--- src/rtl/uart_rx_ctrl.sv ---
`timescale 1ns/1ps
// uart_rx_ctrl: frame-level control FSM for an oversampling UART receiver.
// Tracks the oversample index (EDGE_CNT) and bit index (BIT_CNT), strobes the
// start/data/parity/stop checkers and the deserialiser at mid-bit, and reports
// each completed frame as DATA_VALID or FRAME_ERR.
// Ports:
//   CLK, RST (async, active-low)
//   RX_IN        serial line (idle high, already synchronised)
//   PAR_EN       frame carries a parity bit
//   PRESCALE     oversampling ratio (8, 16 or 32), captured per frame
//   STRT_GLITCH, PAR_ERR, STP_ERR   checker results
//   SAMPLE_EN, EDGE_CNT, BIT_CNT    sampler controls
//   STRT_CHK_EN, DESER_EN, PAR_CHK_EN, STP_CHK_EN   mid-bit strobes
//   DATA_VALID, FRAME_ERR           frame result pulses
//   BUSY                            high outside IDLE
module uart_rx_ctrl #(
  parameter int unsigned PRESCALE_W = 6
) (
  input  logic                  CLK,
  input  logic                  RST,
  input  logic                  RX_IN,
  input  logic                  PAR_EN,
  input  logic [PRESCALE_W-1:0] PRESCALE,
  input  logic                  STRT_GLITCH,
  input  logic                  PAR_ERR,
  input  logic                  STP_ERR,
  output logic                  SAMPLE_EN,
  output logic [PRESCALE_W-1:0] EDGE_CNT,
  output logic [3:0]            BIT_CNT,
  output logic                  STRT_CHK_EN,
  output logic                  DESER_EN,
  output logic                  PAR_CHK_EN,
  output logic                  STP_CHK_EN,
  output logic                  DATA_VALID,
  output logic                  FRAME_ERR,
  output logic                  BUSY
);

  localparam int unsigned BIT_W = 4;
  localparam logic [BIT_W-1:0] LAST_DATA_BIT = BIT_W'(8);

  typedef enum logic [2:0] {
    ST_IDLE    = 3'd0,
    ST_START   = 3'd1,
    ST_DATA    = 3'd2,
    ST_PARITY  = 3'd3,
    ST_STOP    = 3'd4,
    ST_ERR_CHK = 3'd5
  } state_t;

  state_t                r_state;
  logic [PRESCALE_W-1:0] r_prescale;
  logic [PRESCALE_W-1:0] r_edge_cnt;
  logic [BIT_W-1:0]      r_bit_cnt;
  logic                  r_par_flag;
  logic                  r_sample_en;
  logic                  r_strt_chk_en;
  logic                  r_deser_en;
  logic                  r_par_chk_en;
  logic                  r_stp_chk_en;
  logic                  r_data_valid;
  logic                  r_frame_err;
  logic                  r_busy;

  state_t                w_state_nx;
  logic [PRESCALE_W-1:0] w_prescale_nx;
  logic [PRESCALE_W-1:0] w_edge_nx;
  logic [BIT_W-1:0]      w_bit_nx;
  logic                  w_par_flag_nx;
  logic                  w_data_valid_nx;
  logic                  w_frame_err_nx;
  logic                  w_last;
  logic [PRESCALE_W-1:0] w_mid;
  logic                  w_in_frame_nx;

  // Last oversample of the current bit period.
  assign w_last = (r_edge_cnt == (r_prescale - PRESCALE_W'(1)));

  // Next-state and next-counter values; outputs are registered from these so
  // every output lines up with the cycle whose state it describes.
  always_comb begin
    w_state_nx      = r_state;
    w_prescale_nx   = r_prescale;
    w_par_flag_nx   = r_par_flag;
    w_data_valid_nx = 1'b0;
    w_frame_err_nx  = 1'b0;
    w_edge_nx       = w_last ? '0 : (r_edge_cnt + PRESCALE_W'(1));
    w_bit_nx        = w_last ? (r_bit_cnt + BIT_W'(1)) : r_bit_cnt;

    case (r_state)
      ST_IDLE: begin
        w_edge_nx = '0;
        w_bit_nx  = '0;
        if (!RX_IN) begin
          w_state_nx    = ST_START;
          w_prescale_nx = PRESCALE;
          w_par_flag_nx = 1'b0;
        end
      end
      ST_START: begin
        if (w_last) begin
          if (STRT_GLITCH) begin
            w_state_nx = ST_IDLE;
            w_edge_nx  = '0;
            w_bit_nx   = '0;
          end else begin
            w_state_nx = ST_DATA;
          end
        end
      end
      ST_DATA: begin
        if (w_last && (r_bit_cnt == LAST_DATA_BIT)) begin
          w_state_nx = PAR_EN ? ST_PARITY : ST_STOP;
        end
      end
      ST_PARITY: begin
        if (w_last) begin
          w_par_flag_nx = PAR_ERR;
          w_state_nx    = ST_STOP;
        end
      end
      ST_STOP: begin
        if (w_last) begin
          w_state_nx      = ST_ERR_CHK;
          w_edge_nx       = '0;
          w_bit_nx        = '0;
          w_data_valid_nx = !r_par_flag && !STP_ERR;
          w_frame_err_nx  = r_par_flag || STP_ERR;
        end
      end
      ST_ERR_CHK: begin
        w_bit_nx = '0;
        if (!RX_IN) begin
          // Back-to-back frame: this cycle already counts as sample 0.
          w_state_nx    = ST_START;
          w_edge_nx     = PRESCALE_W'(1);
          w_prescale_nx = PRESCALE;
          w_par_flag_nx = 1'b0;
        end else begin
          w_state_nx = ST_IDLE;
          w_edge_nx  = '0;
        end
      end
      default: begin
        w_state_nx = ST_IDLE;
        w_edge_nx  = '0;
        w_bit_nx   = '0;
      end
    endcase
  end

  // Mid-bit strobe point: just after the three centre samples.
  assign w_mid = (w_prescale_nx >> 1) + PRESCALE_W'(2);

  assign w_in_frame_nx = (w_state_nx == ST_START) || (w_state_nx == ST_DATA) ||
                         (w_state_nx == ST_PARITY) || (w_state_nx == ST_STOP);

  // State, frame registers and registered outputs.
  always_ff @(posedge CLK or negedge RST) begin
    if (!RST) begin
      r_state       <= ST_IDLE;
      r_prescale    <= '0;
      r_edge_cnt    <= '0;
      r_bit_cnt     <= '0;
      r_par_flag    <= 1'b0;
      r_sample_en   <= 1'b0;
      r_strt_chk_en <= 1'b0;
      r_deser_en    <= 1'b0;
      r_par_chk_en  <= 1'b0;
      r_stp_chk_en  <= 1'b0;
      r_data_valid  <= 1'b0;
      r_frame_err   <= 1'b0;
      r_busy        <= 1'b0;
    end else begin
      r_state       <= w_state_nx;
      r_prescale    <= w_prescale_nx;
      r_edge_cnt    <= w_edge_nx;
      r_bit_cnt     <= w_bit_nx;
      r_par_flag    <= w_par_flag_nx;
      r_sample_en   <= w_in_frame_nx;
      r_strt_chk_en <= (w_state_nx == ST_START)  && (w_edge_nx == w_mid);
      r_deser_en    <= (w_state_nx == ST_DATA)   && (w_edge_nx == w_mid);
      r_par_chk_en  <= (w_state_nx == ST_PARITY) && (w_edge_nx == w_mid);
      r_stp_chk_en  <= (w_state_nx == ST_STOP)   && (w_edge_nx == w_mid);
      r_data_valid  <= w_data_valid_nx;
      r_frame_err   <= w_frame_err_nx;
      r_busy        <= (w_state_nx != ST_IDLE);
    end
  end

  assign SAMPLE_EN   = r_sample_en;
  assign EDGE_CNT    = r_edge_cnt;
  assign BIT_CNT     = r_bit_cnt;
  assign STRT_CHK_EN = r_strt_chk_en;
  assign DESER_EN    = r_deser_en;
  assign PAR_CHK_EN  = r_par_chk_en;
  assign STP_CHK_EN  = r_stp_chk_en;
  assign DATA_VALID  = r_data_valid;
  assign FRAME_ERR   = r_frame_err;
  assign BUSY        = r_busy;

endmodule

--- config.mk ---
export PLATFORM = sky130hd
export DESIGN_NAME = uart_rx_ctrl
export DESIGN_NICKNAME = d
export VERILOG_FILES = /design/src/rtl/uart_rx_ctrl.sv
export SDC_FILE = /design/constraint.sdc
export NUM_CORES = 1
export LEC_CHECK = 0
export CORE_UTILIZATION = 55
export CTS_CLUSTER_DIAMETER = 120
export DETAILED_ROUTE_END_ITERATION = 10
export PLACE_DENSITY = 0.81
export SLEW_MARGIN = 10
export SYNTH_ARGS = -nofsm -noshare
export SYNTH_HDL_FRONTEND = slang
export SYNTH_SLANG_ARGS = --single-unit
export TNS_END_PERCENT = 30
--- constraint.sdc ---
create_clock -name CLK -period 6 [get_ports CLK]
set_input_delay 1.2 -clock CLK [delete_from_list [all_inputs] [get_ports CLK]]
set_output_delay 1.2 -clock CLK [all_outputs]
set_load 0.01 [all_outputs]
---- Word level (Yosys, flattened, before mapping) ----
Index checks and enable logic that the tools add are counted.
cells by class
  bitwise logic cells ..................... 1
  reductions and logical operators ........ 19
  add/subtract/negate cells ............... 4
  multiplexer cells ....................... 29
  equality and inequality tests ........... 14
operator list
  cell                                                 number
  two-way mux 6 bit                                    6
  case mux 6 bit (4 select lines)                      1
  two-way mux 3 bit                                    6
  case mux 3 bit (6 select lines)                      1
  two-way mux 4 bit                                    4
  equality test 3 x 2 -> 1 bit, second input constant  4
  equality test 6 bit                                  2
  case mux 4 bit (3 select lines)                      1
  equality test 3 bit, second input constant           3
  two-way mux 1 bit                                    8
  adder 5 x 2 -> 6 bit, second input constant          1
  adder 6 x 1 -> 6 bit, second input constant          1
  equality test 3 x 1 -> 1 bit, second input constant  2
  logical AND 1 bit                                    6
  subtractor 6 x 1 -> 6 bit, second input constant     1
  adder 4 x 1 -> 4 bit, second input constant          1
  equality test 4 bit, second input constant           1
  logical OR 1 bit                                     4
  != test 2 bit, second input constant                 2
  OR reduction 2 bit                                   2
  logical NOT 3 bit                                    1
  AND reduction 3 bit                                  1
  nonzero test 3 bit                                   1
  logical NOT 1 bit                                    2
  5 further kinds                                      5
storage, ports and cells
  output and inout bits ................... 18
  input port bits ......................... 13
  logic and storage cells ................. 81
  flip-flop bits (word level) ............. 28

---- Longest topological paths before layout ----
Gate-level depths: netlist (run 1).
  word-level depth ........................ 9
  depth in mapped cells ................... 13
  mapped depth without buffers ............ 12

---- Worst setup path after synthesis (run 1) ----
Ideal clock, no wire load.
  kind .................................... input to register
  start ................................... input port RX_IN
  end ..................................... register r_stp_chk_en, in the netlist STP_CHK_EN
  path buffers ............................ 0
  arrival ................................. 3.447 ns
  cell stages on the path ................. 10
  required time ........................... 5.905 ns
  library setup time ...................... 0.095 ns
  path slack .............................. 2.458 ns
  cell sequence ........................... nor2_1 > nand2_2 > mux2i_1 > inv_1 > ha_1 > or3_4 > a211o_1 > a31o_1 > a22o_1 > nor4b_2
on the way
  cells in the longest elaborated chain, start to end .. 5
  elaborated cells on any way between the ends .. 11
  classes of those cells .................. add/sub (1); eq/ne (2); mux (7); reduce/logical (1)
ends and longest elaborated chain
  item                    RTL line  source
  start: declaration      21        input logic RX_IN,
  two-way mux 6 bit       94, 133
  two-way mux 6 bit       --
  via w_prescale_nx[2]    66        logic [PRESCALE_W-1:0] w_prescale_nx;
  adder 5 x 2 -> 6 bit    153       assign w_mid = (w_prescale_nx >> 1) + PRESCALE_W'(2);
  equality test 6 bit     184       r_stp_chk_en <= (w_state_nx == ST_STOP) && (w_edge_nx == w_mid);
  logical AND 1 bit       184
  end signal: assignment  184
  end: declaration        60        logic r_stp_chk_en;
The timed path passes the listed nets, and every way through them passes these cells.
A chain may end at the register's enable or synchronous reset.

---- Worst setup path after layout (run 1) ----
  start ................................... input port RX_IN
  end ..................................... register r_par_chk_en, in the netlist PAR_CHK_EN
on the way
  cells in the longest elaborated chain, start to end .. 5
  elaborated cells on any way between the ends .. 11
  classes of those cells .................. add/sub (1); eq/ne (2); mux (7); reduce/logical (1)
ends and longest elaborated chain
  item                    RTL line  source
  two-way mux 6 bit       94, 133
  two-way mux 6 bit       --
  via w_prescale_nx[2]    66
  adder 5 x 2 -> 6 bit    153
  equality test 6 bit     183       r_par_chk_en <= (w_state_nx == ST_PARITY) && (w_edge_nx == w_mid);
  logical AND 1 bit       183
  end signal: assignment  183
  end: declaration        59        logic r_par_chk_en;
The timed path passes the listed nets, and every way through them passes these cells.

==> key figures, run 1 <==
Run status
  – Status: complete, no violations

Placed design
  – Placed cell count: 259
  – Placer Congestion: 0.894
  – Setup WS pre-CTS: 1.69 ns
  – Count of buffers from port buffering: 30
  – Placement-stage cell area: 0.00211 mm2
  – Detail Placement HPWL: 3220 um

Logic synthesis
  – Sequential fraction of the synthesis area: 39.4%
  – Mapped Cells: 190
  – Post-synthesis cell area: 0.00178 mm2
  – XOR/XNOR Fraction of Synth Area: 7.89%
  – Synth warn: 0
  – Mean post-synth cell area: 9.35 um2
  – Distinct cells, synth: 56
  – Top cells by count, synth: dfrtp_1 (28), nor2_1 (20), nand2_1 (10), nand3_1 (10), nor3_1 (10)
  – Post-Synth Simple-Gate Area: 24.2%
  – Async SR Flop Fraction: 100%
  – Count leader, synth: dfrtp_1
  – Mux share of post-synthesis cell area: 4.79%
  – Adder-Cell Fraction of Synth Area: 4.23%
  – Post-synthesis sequential element count: 28
  – EDFF count, synth: 0
  – Largest area contributor in the netlist: dfrtp_1
  – Top cell type's share of synthesized area: 39.4%
  – Compound-cell area share of the yosys netlist: 16.1%
  – Dominant cells by area after synthesis: dfrtp_1 (39%), xnor2_1 (4.4%), ha_1 (4.2%)
  – Ys flop type: dfrtp_1
  – Largest family of logic cells by synthesized area: simple AND/OR/NAND/NOR gates
  – Net Count, Synth: 209

Clock tree
  – CTS buffer count: 3
  – Max Root-Sink Buffers: 2
  – Cts repair resizes: 0
  – H-tree depth: 1
  – CTS tree: yes
  – Worst skew pair latency: 0.33 ns
  – Clk slew on worst S/H paths: 0.16 ns
  – Clock Sinks: 28
  – Post-CTS setup buffer count: 0
  – Hold-fix buffers at CTS: 0
  – Clock Tree Root: clkbuf_4

Timing
  – Fmax: 251 MHz
  – Final Slew Violations: 0
  – Clock skew: 0.0106 ns
  – Setup violations, final: 0
  – Final cycle utilization of the critical path: 66.4%
  – Final Hold Fails: 0
  – Slew headroom: 48.3%
  – Setup TNS Final: 0 ns
  – Fin crit period: 3.99 ns
  – Post-route worst setup slack: 2.01 ns
  – Worst Max-Slew Pin Slew: 0.770 ns
  – Fin Hold WS: 0.482 ns
  – Unrepaired setup endpoints after global routing: no

Finish
  – Final net count: 239
  – Layout cells sized above 1: 9.13%
  – Area added between synthesis and finish: 21.9%
  – Diode count: 0
  – Finished Cell Area: 0.00217 mm2
  – Finished Layout Cells: 263

Route
  – Drt pass-1 iters: 4
  – Routed WL per cell: 16.4 um
  – ANT nets after route: 0
  – DRC errors left: 0
  – Total number of vias: 1568
  – Vias per inst: 5.96
  – Total wire length: 4330 um
  – DRT iter0 DRCs: 99

Critical path
  – CP arrival: 4.24 ns
  – Reg2Reg Setup Slack: 2.65 ns
  – R2R cell count: 10
  – Crit-path max FO: 9
  – CP Capture Point: PAR_CHK_EN$_DFF_PN0_
  – CP Class: in -> reg
  – Reg2reg end: PAR_CHK_EN$_DFF_PN0_
  – CP required: 6.25 ns
  – Reg2reg start: r_state[2]$_DFF_PN0_
  – CP startpoint kind: input port
  – CP endpoint kind: register
  – Crit. Startpoint: RX_IN

Global routing
  – Initial antenna violation count: 0
  – Largest net degree at the start of global routing: 29
  – GR Util All Layers: 27.4%
  – Total grt overflow: 0
  – First-pass GRT wire length: 7190 um
  – Vias in the first global route: 1527

Hold path
  – Hold Path Class: reg -> reg
  – Hold wc startpoint: r_par_flag$_DFFE_PN0P_

Floorplanning
  – Die X: 58.8 um
  – # rows: 20
  – Die span in y: 58.8 um
  – Initial Util: 58.2%
  – Die area: 0.00346 mm2
  – I/O pin total: 31
  – Core Region: 0.00305 mm2

Pwr
  – Leakage: 0.000880 uW
  – Worst vdd ir: 0.000344 V
  – PD cells: 553 mW/mm2

Flow run
  – Max Cap Viol: 0
-- worst min-delay path by stage --
stage,end,slack [ns],cells after the start
detailed placement,DATA_VALID$_DFF_PN0_,0.46,1
CTS,DATA_VALID$_DFF_PN0_,0.49,1
floorplan,DATA_VALID$_DFF_PN0_,0.43,1
global route,DATA_VALID$_DFF_PN0_,0.51,1
finish,DATA_VALID$_DFF_PN0_,0.48,1
global placement,DATA_VALID$_DFF_PN0_,0.46,1
-- metrics by stage --
| step | utilization [%] | total power, uW |
|---|---|---|
| 2_1_floorplan | - | 849 |
| 3_3_place_gp | 69.2 | 1020 |
| 3_5_place_dp | 69.2 | 1060 |
| 4_1_cts | 70.9 | 1190 |
| 5_1_grt | 70.9 | 1290 |
| 6_report | 70.9 | 1200 |
-- placed cells by master, fill, tap and decap left out, types with 2 or more instances in the layout --
| cell | Yosys | routed |
|---|---|---|
| nand4_1 | 2 | 2 |
| ha_1 | 6 | 6 |
| clkbuf_4 | 0 | 3 |
| nand3_1 | 10 | 10 |
| xnor2_1 | 9 | 9 |
| xor2_1 | 7 | 7 |
| dfrtp_1 | 28 | 28 |
| mux2_2 | 4 | 4 |
| inv_1 | 8 | 8 |
| nor4_1 | 2 | 2 |
| nand2_1 | 10 | 10 |
| and3_1 | 2 | 2 |
| a21oi_1 | 7 | 7 |
| o21ai_1 | 4 | 4 |
| mux2i_1 | 4 | 4 |
| nor2b_1 | 4 | 4 |
| o31ai_1 | 2 | 2 |
| o21a_1 | 2 | 2 |
| o21ai_0 | 5 | 5 |
| and2_1 | 2 | 2 |
| a221oi_1 | 2 | 2 |
| nor2_1 | 20 | 20 |
| a31o_1 | 2 | 2 |
| nor3_1 | 10 | 10 |
| a22o_1 | 2 | 2 |
| clkdlybuf4s50_1 | 0 | 30 |
-- power breakdown --
group	leakage (uW)	total [uW]	internal, uW	switching (uW)
clock network	0.0000279	124	67.6	56.0
logic	0.000504	721	321	400
registers	0.000348	354	252	102
-- final cells by class --
cell class              count  area [um2]
fillers                   246         887
inverters                   9        33.8
flip-flops and latches     28         701
multi-input cells         147        1020
clock inverters             1        30.0
clock buffers               3        22.5
well taps                  44        55.1
repair buffers             31         308
-- kinds of logic after synthesis --
logic type                 count (synthesis)
AOI/OAI and AO/OA                         40
buffers and inverters                     15
muxes                                      8
adders and majority gates                  6
DFF                                       28
and+or+nand+nor                           77
xor gates and xnor gates                  16
-- flip-flops by register name, summed over array words and instances, names as in the netlist, 3 cells and up --
name,flops
r_prescale,6
BIT_CNT,4
r_state,3
EDGE_CNT,6
-- critical path: stages --
cell and delay (ns):
clkdlybuf4s50_1 0.44, nor2_1 0.24, nand2_2 0.22, mux2i_1 0.30
inv_1 0.14, ha_1 0.27, or3_4 0.42, a211o_1 0.31
a31o_1 0.20, a22o_1 0.28, nor4_2 0.22
-- metal layers --
layer	share of wire, %	GRT usage (%)
met5	0	0
met4	1.3	7.48
met2	48	45.3
met3	7.2	4.18
met1	43	37.6
Power figures use the tool's default switching activity.
==> run 2, diff against run 1 <==
--- a/config.mk
+++ b/config.mk
@@ -5,10 +5,10 @@
 export SDC_FILE = /design/constraint.sdc
 export NUM_CORES = 1
 export LEC_CHECK = 0
-export CORE_UTILIZATION = 55
+export CORE_UTILIZATION = 47
 export CTS_CLUSTER_DIAMETER = 120
 export DETAILED_ROUTE_END_ITERATION = 10
-export PLACE_DENSITY = 0.81
+export PLACE_DENSITY = 0.73
 export SLEW_MARGIN = 10
 export SYNTH_ARGS = -nofsm -noshare
 export SYNTH_HDL_FRONTEND = slang
==> constraint.sdc (replaced) <==
create_clock -name CLK -period 3.2 [get_ports CLK]
set_input_delay 0.64 -clock CLK [delete_from_list [all_inputs] [get_ports CLK]]
set_output_delay 0.64 -clock CLK [all_outputs]
set_load 0.01 [all_outputs]
==> run 2 against run 1 <==
  * Setup slack lost 1.9 ns
  * Critical path type unchanged
  * Worst hold slack lost 0.016 ns
  * Sequential power increased by 80%
  * Via count rose by 0.77%
==> key figures, run 2 (synthesis results as in run 1) <==
Global routing
  – GR Util All Layers: 24.2%
  – Largest net degree at the start of global routing: 29
  – Vias in the first global route: 1598
  – Initial antenna violation count: 0
  – First-pass GRT wire length: 7650 um
  – Total grt overflow: 0

Pwr
  – Sequential power share: 26.6%
  – Worst vdd ir: 0.000643 V
  – Leakage: 0.000945 uW
  – NetSw: 1070 uW
  – Logic gate share of total power: 61.6%
  – PD cells: 1050 mW/mm2
  – Internal: 1320 uW
  – Switching Fraction: 44.6%
  – Clock share of power: 11.8%

Finish
  – Area added between synthesis and finish: 28.3%
  – Final Util: 65.7%
  – Commonest cells after routing, fill and taps aside: clkdlybuf4s50_1 (30), dfrtp_1 (28), nor2_1 (19)
  – Diode count: 0
  – Final net count: 251
  – Layout cells sized above 1: 14.3%
  – Storage cell area: 701 um2
  – Multi-input logic area: 0.00102 mm2
  – Finished Cell Area: 0.00228 mm2
  – # fillers: 324
  – Commonest non-fill, non-tap cell in the layout: clkdlybuf4s50_1

Clock tree
  – Clock Tree Root: clkbuf_8
  – CTS tree: yes
  – Clock Sinks: 28
  – H-tree depth: 1
  – Clk slew on worst S/H paths: 0.10 ns
  – Max Root-Sink Buffers: 2
  – Post-CTS setup buffer count: 0
  – Worst skew pair latency: 0.27 ns
  – CTS buffer count: 3

Critical path
  – CP Class: in -> reg
  – Reg2Reg Setup Slack: 0.29 ns
  – WP buf/inv: 2
  – Critical Path, Cell by Cell: clkdlybuf4s50_1 > nor2_2 > nand2_2 > mux2i_1 > inv_1 > ha_1 > or3_4 > a211o_1 > a31o_1 > a22o_1 > nor4b_2
  – Reg2reg end: STP_CHK_EN$_DFF_PN0_
  – CP max-delay cell: clkdlybuf4s50_1
  – Reg2reg start: r_state[0]$_DFF_PN0_
  – Max incr delay on CP: 0.43 ns
  – Crit-path max FO: 4
  – CP endpoint kind: register
  – Crit-path leading delay family: simple AND/OR/NAND/NOR gates
  – CP arrival: 3.27 ns
  – CP startpoint kind: input port
  – R2R cell count: 10
  – CP Capture Point: STP_CHK_EN$_DFF_PN0_
  – Crit. Startpoint: RX_IN
  – WP depth: 11
  – CP required: 3.38 ns

Timing
  – Unrepaired setup endpoints after global routing: yes
  – Setup violations, final: 0
  – Fin crit period: 3.09 ns
  – Fmax: 324 MHz
  – Worst Max-Slew Pin Slew: 0.472 ns
  – Fin Hold WS: 0.466 ns
  – Slew headroom: 68.5%
  – Final Hold Fails: 0
  – Final Slew Violations: 0
  – Setup TNS Final: 0 ns
  – Final cycle utilization of the critical path: 96.5%
  – Clock skew: 0.00293 ns

Flow run
  – Max Cap Viol: 0

Route
  – Routed WL per cell: 16.3 um
  – Total wire length: 4510 um
  – ANT nets after route: 0
  – Vias per inst: 5.70
  – DRC errors left: 0
  – DRT iter0 DRCs: 81
  – Drt pass-1 iters: 4
  – Total number of vias: 1580

Placed design
  – Count of buffers from port buffering: 30
  – Detail Placement HPWL: 3480 um
  – Placer Congestion: 0.965
  – Placement-stage cell area: 0.00221 mm2

Floorplanning
  – Die X: 63.5 um
  – Core Region: 0.00347 mm2
  – Initial Util: 51.2%
  – I/O pin total: 31
  – # rows: 21
  – Die area: 0.00403 mm2
  – Die span in y: 63.5 um

Hold path
  – Hold Path Class: reg -> reg
  – Hold wc startpoint: r_par_flag$_DFFE_PN0P_

Run status
  – Status: complete, no violations
## run 2: cell count changes in the layout (fill, tap and decap cells not counted)
| cell | delta |
|---|---|
| clkbuf_8 | +3 |
| nor2_1 | -1 |
| clkbuf_4 | -3 |
| nor2_2 | +1 |
| buf_4 | +12 |
## run 2: stage by stage
stage          worst slack [ns]  power (uW)  instances
2_1_floorplan             0.218        1590        190
3_3_place_gp             -0.107        2030        273
3_5_place_dp             -0.194        2090        273
4_1_cts                  0.0816        2380        277
5_1_grt                 -0.0139        2570        277
6_report                  0.112        2390        277
## run 2: worst min path at each step
stage / end / cells past startpoint
global route: DATA_VALID$_DFF_PN0_ / 1
CTS: DATA_VALID$_DFF_PN0_ / 1
detailed placement: DATA_VALID$_DFF_PN0_ / 1
global placement: DATA_VALID$_DFF_PN0_ / 1
finish: DATA_VALID$_DFF_PN0_ / 1
floorplan: BIT_CNT[0]$_DFF_PN0_ / 0
## run 2: timing repair
action / CTS / global route
hold endpoints to repair: 0 / 0
hold buffers: 0 / 0
setup endpoints to repair: 0 / 4
gates resized for setup: 0 / 1
## run 2: layer usage
layer	vias up	global-route usage, %	part of all wire (%)
li1	770	-	-
met1	745	33.9	46
met2	61	39.9	48
met3	4	2.17	6.0
met4	0	5.68	0.64
met5	-	0	0
## run 2: worst register-to-register path: cells and delay by family, from the launching register on
kind / cells / cell delay, ns
xor gates and xnor gates: 1 / 0.34
AOI/OAI and AO/OA: 3 / 0.76
adders and majority gates: 1 / 0.24
and+or+nand+nor: 3 / 0.78
DFF: 1 / 0.40
muxes: 1 / 0.22
buffers and inverters: 1 / 0.09
## run 2: cell type report
class / count / area share [%]
clock inverter: 1 / 1.32
multi-input combinational: 147 / 44.7
inverter: 9 / 1.48
tap: 46 / 2.52
clock buffer: 3 / 1.81
sequential: 28 / 30.7
timing repair buffer: 43 / 17.5
## run 2: power by group through the flow
stage | registers (uW) | clock network [uW] | logic, uW
after floorplan | 617 | 0 | 975
after global placement | 632 | 0 | 1400
after detailed placement | 638 | 0 | 1450
after CTS | 633 | 285 | 1460
after global routing | 654 | 300 | 1610
final | 637 | 282 | 1470
==> run 3, diff against run 2 <==
==> constraint.sdc (replaced) <==
create_clock -name CLK -period 3.2 [get_ports CLK]
set_input_delay 0.64 -clock CLK [delete_from_list [all_inputs] [get_ports CLK]]
set_output_delay 0.64 -clock CLK [all_outputs]
set_load 0.1 [all_outputs]
==> run 3 against run 2 <==
  * Clock skew fell by 0.00080 ns
  * Worst hold slack better by 0.025 ns
  * Via count barely moved
  * Non-clock buffer count did not move
  * Maximum frequency shrank 0.14%
  * Flip-flop and latch count did not move
  * Final area down 0.44%
  * Utilization down 0.29 points
  * Largest cell class unchanged
  * Highest routed layer unchanged
==> key figures, run 3 (synthesis results as in run 1) <==
Route
  – ANT nets after route: 0
  – Total wire length: 4210 um
  – DRC errors left: 0
  – Vias per inst: 5.71
  – Total number of vias: 1581
  – Drt pass-1 iters: 4
  – DRT iter0 DRCs: 116
  – Routed WL per cell: 15.2 um

Hold path
  – Hold Path Class: reg -> reg
  – Hold Path Cell Cnt: 1

Timing
  – Setup violations, final: 0
  – Final cycle utilization of the critical path: 96.6%
  – Final Slew Violations: 0
  – Fin crit period: 3.09 ns
  – Fmax: 323 MHz
  – Slew headroom: 60.7%
  – Worst Max-Slew Pin Slew: 0.585 ns
  – Clock skew: 0.00213 ns
  – Final Hold Fails: 0
  – Unrepaired setup endpoints after global routing: no

Clock tree
  – Clk slew on worst S/H paths: 0.09 ns
  – Hold-fix buffers at CTS: 0
  – Max Root-Sink Buffers: 2
  – CTS buffer count: 3
  – Clock Sinks: 28
  – Post-CTS setup buffer count: 0
  – Clock Tree Root: clkbuf_8
  – Worst skew pair latency: 0.27 ns
  – H-tree depth: 1
  – CTS tree: yes

Floorplanning
  – Initial Util: 51.2%
  – # rows: 21
  – Die area: 0.00403 mm2
  – I/O pin total: 31
  – Core Region: 0.00347 mm2
  – Die X: 63.5 um
  – Die span in y: 63.5 um

Global routing
  – Largest net degree at the start of global routing: 29
  – GR Util All Layers: 23.2%
  – Total grt overflow: 0
  – First-pass GRT wire length: 7380 um
  – Vias in the first global route: 1550
  – Initial antenna violation count: 0

Flow run
  – Max Cap Viol: 0

Finish
  – Commonest non-fill, non-tap cell in the layout: buf_4
  – Layout cells sized above 1: 23.4%
  – Final Util: 65.4%
  – Diode count: 0
  – Final net count: 251
  – # fillers: 306
  – Area added between synthesis and finish: 27.7%
  – Commonest cells after routing, fill and taps aside: buf_4 (31), dfrtp_1 (28), nor2_1 (19)

Placed design
  – Detail Placement HPWL: 3390 um
  – Count of buffers from port buffering: 30
  – Placer Congestion: 0.942

Run status
  – Status: complete, no violations

Critical path
  – CP endpoint kind: register
  – CP Class: in -> reg
  – Crit-path max FO: 4
  – CP startpoint kind: input port
  – CP arrival: 3.28 ns
  – CP required: 3.39 ns
  – R2R cell count: 10
==> run 3: cell types whose count changed in the layout (fill, tap and decap cells not counted) <==
| cell | previous run | this run |
|---|---|---|
| nor3_1 | 10 | 9 |
| nor4b_4 | 0 | 1 |
| mux2i_2 | 0 | 1 |
| nor3_2 | 0 | 1 |
| nor4_2 | 1 | 0 |
| nor4b_2 | 1 | 0 |
| clkdlybuf4s50_1 | 30 | 12 |
| nor4_4 | 0 | 1 |
| a22o_1 | 2 | 1 |
| mux2i_1 | 4 | 3 |
| a22o_4 | 0 | 1 |
| buf_4 | 13 | 31 |
==> run 3: critical path, cell delays in order <==
cell and delay (ns):
clkdlybuf4s50_1 0.50, nor2_2 0.06, nand2_2 0.11, mux2_2 0.36
ha_1 0.22, or3_4 0.40, a211o_1 0.30, a31o_1 0.21
a22o_4 0.27, nor4b_4 0.20
==> run 3: routing by layer <==
layer	share of wire, %	track usage [%]	routed length (um)
met3	5.1	4.89	215
met2	47	36.6	1970
met1	46	32.0	1950
met5	0	0	0
met4	1.8	5.97	76
==> run 3: area by class of cell <==
class,count,area [um2],share of cell area (%)
Clock buffer,3,41.3,1.82
Clock inverter,1,30.0,1.32
Inverter,9,33.8,1.49
Multi-Input combinational cell,147,1050,46.4
Sequential cell,28,701,30.9
Tap cell,46,57.6,2.54
Timing Repair Buffer,43,353,15.5
==> run 3: through the flow <==
| step | instances | TNS, ns | worst slack, ns | hold slack [ns] | cell area [um2] |
|---|---|---|---|---|---|
| final | 277 | 0 | 0.108 | 0.492 | 2270 |
| after global routing | 277 | 0 | 0.0192 | 0.503 | 2270 |
| after CTS | 277 | 0 | 0.0255 | 0.486 | 2240 |
| after detailed placement | 273 | -0.961 | -0.302 | 0.473 | 2160 |
| after global placement | 273 | -0.341 | -0.105 | 0.448 | 2160 |
| after floorplan | 190 | 0 | 0.218 | 0.344 | 1780 |
==> run 3: worst paths after layout <==
| check | startpoint | to | slack (ns) |
|---|---|---|---|
| setup / recovery | RX_IN | STP_CHK_EN$_DFF_PN0_ | 0.11 |
| hold / removal | r_par_flag$_DFFE_PN0P_ | DATA_VALID$_DFF_PN0_ | 0.49 |
| hold reg to reg | r_par_flag$_DFFE_PN0P_ | DATA_VALID$_DFF_PN0_ | 0.49 |
| min in group asynchronous | RST | EDGE_CNT[5]$_DFF_PN0_ | 0.72 |
| setup reg to reg | r_state[0]$_DFF_PN0_ | STP_CHK_EN$_DFF_PN0_ | 0.25 |
| max in group asynchronous | RST | r_prescale[0]$_DFFE_PN0P_ | 2.21 |
==> run 3: repair_timing <==
action / 4_1_cts / 5_1_grt
resized for setup: 2 / 5
pin swaps: 0 / 1
cloned: 0 / 0
endpoints found under the setup margin: 1 / 3
Power of run 3 is left out: the tool's default activity adds up to more than one toggle a clock period on the data nets, which glitch-free logic cannot reach.
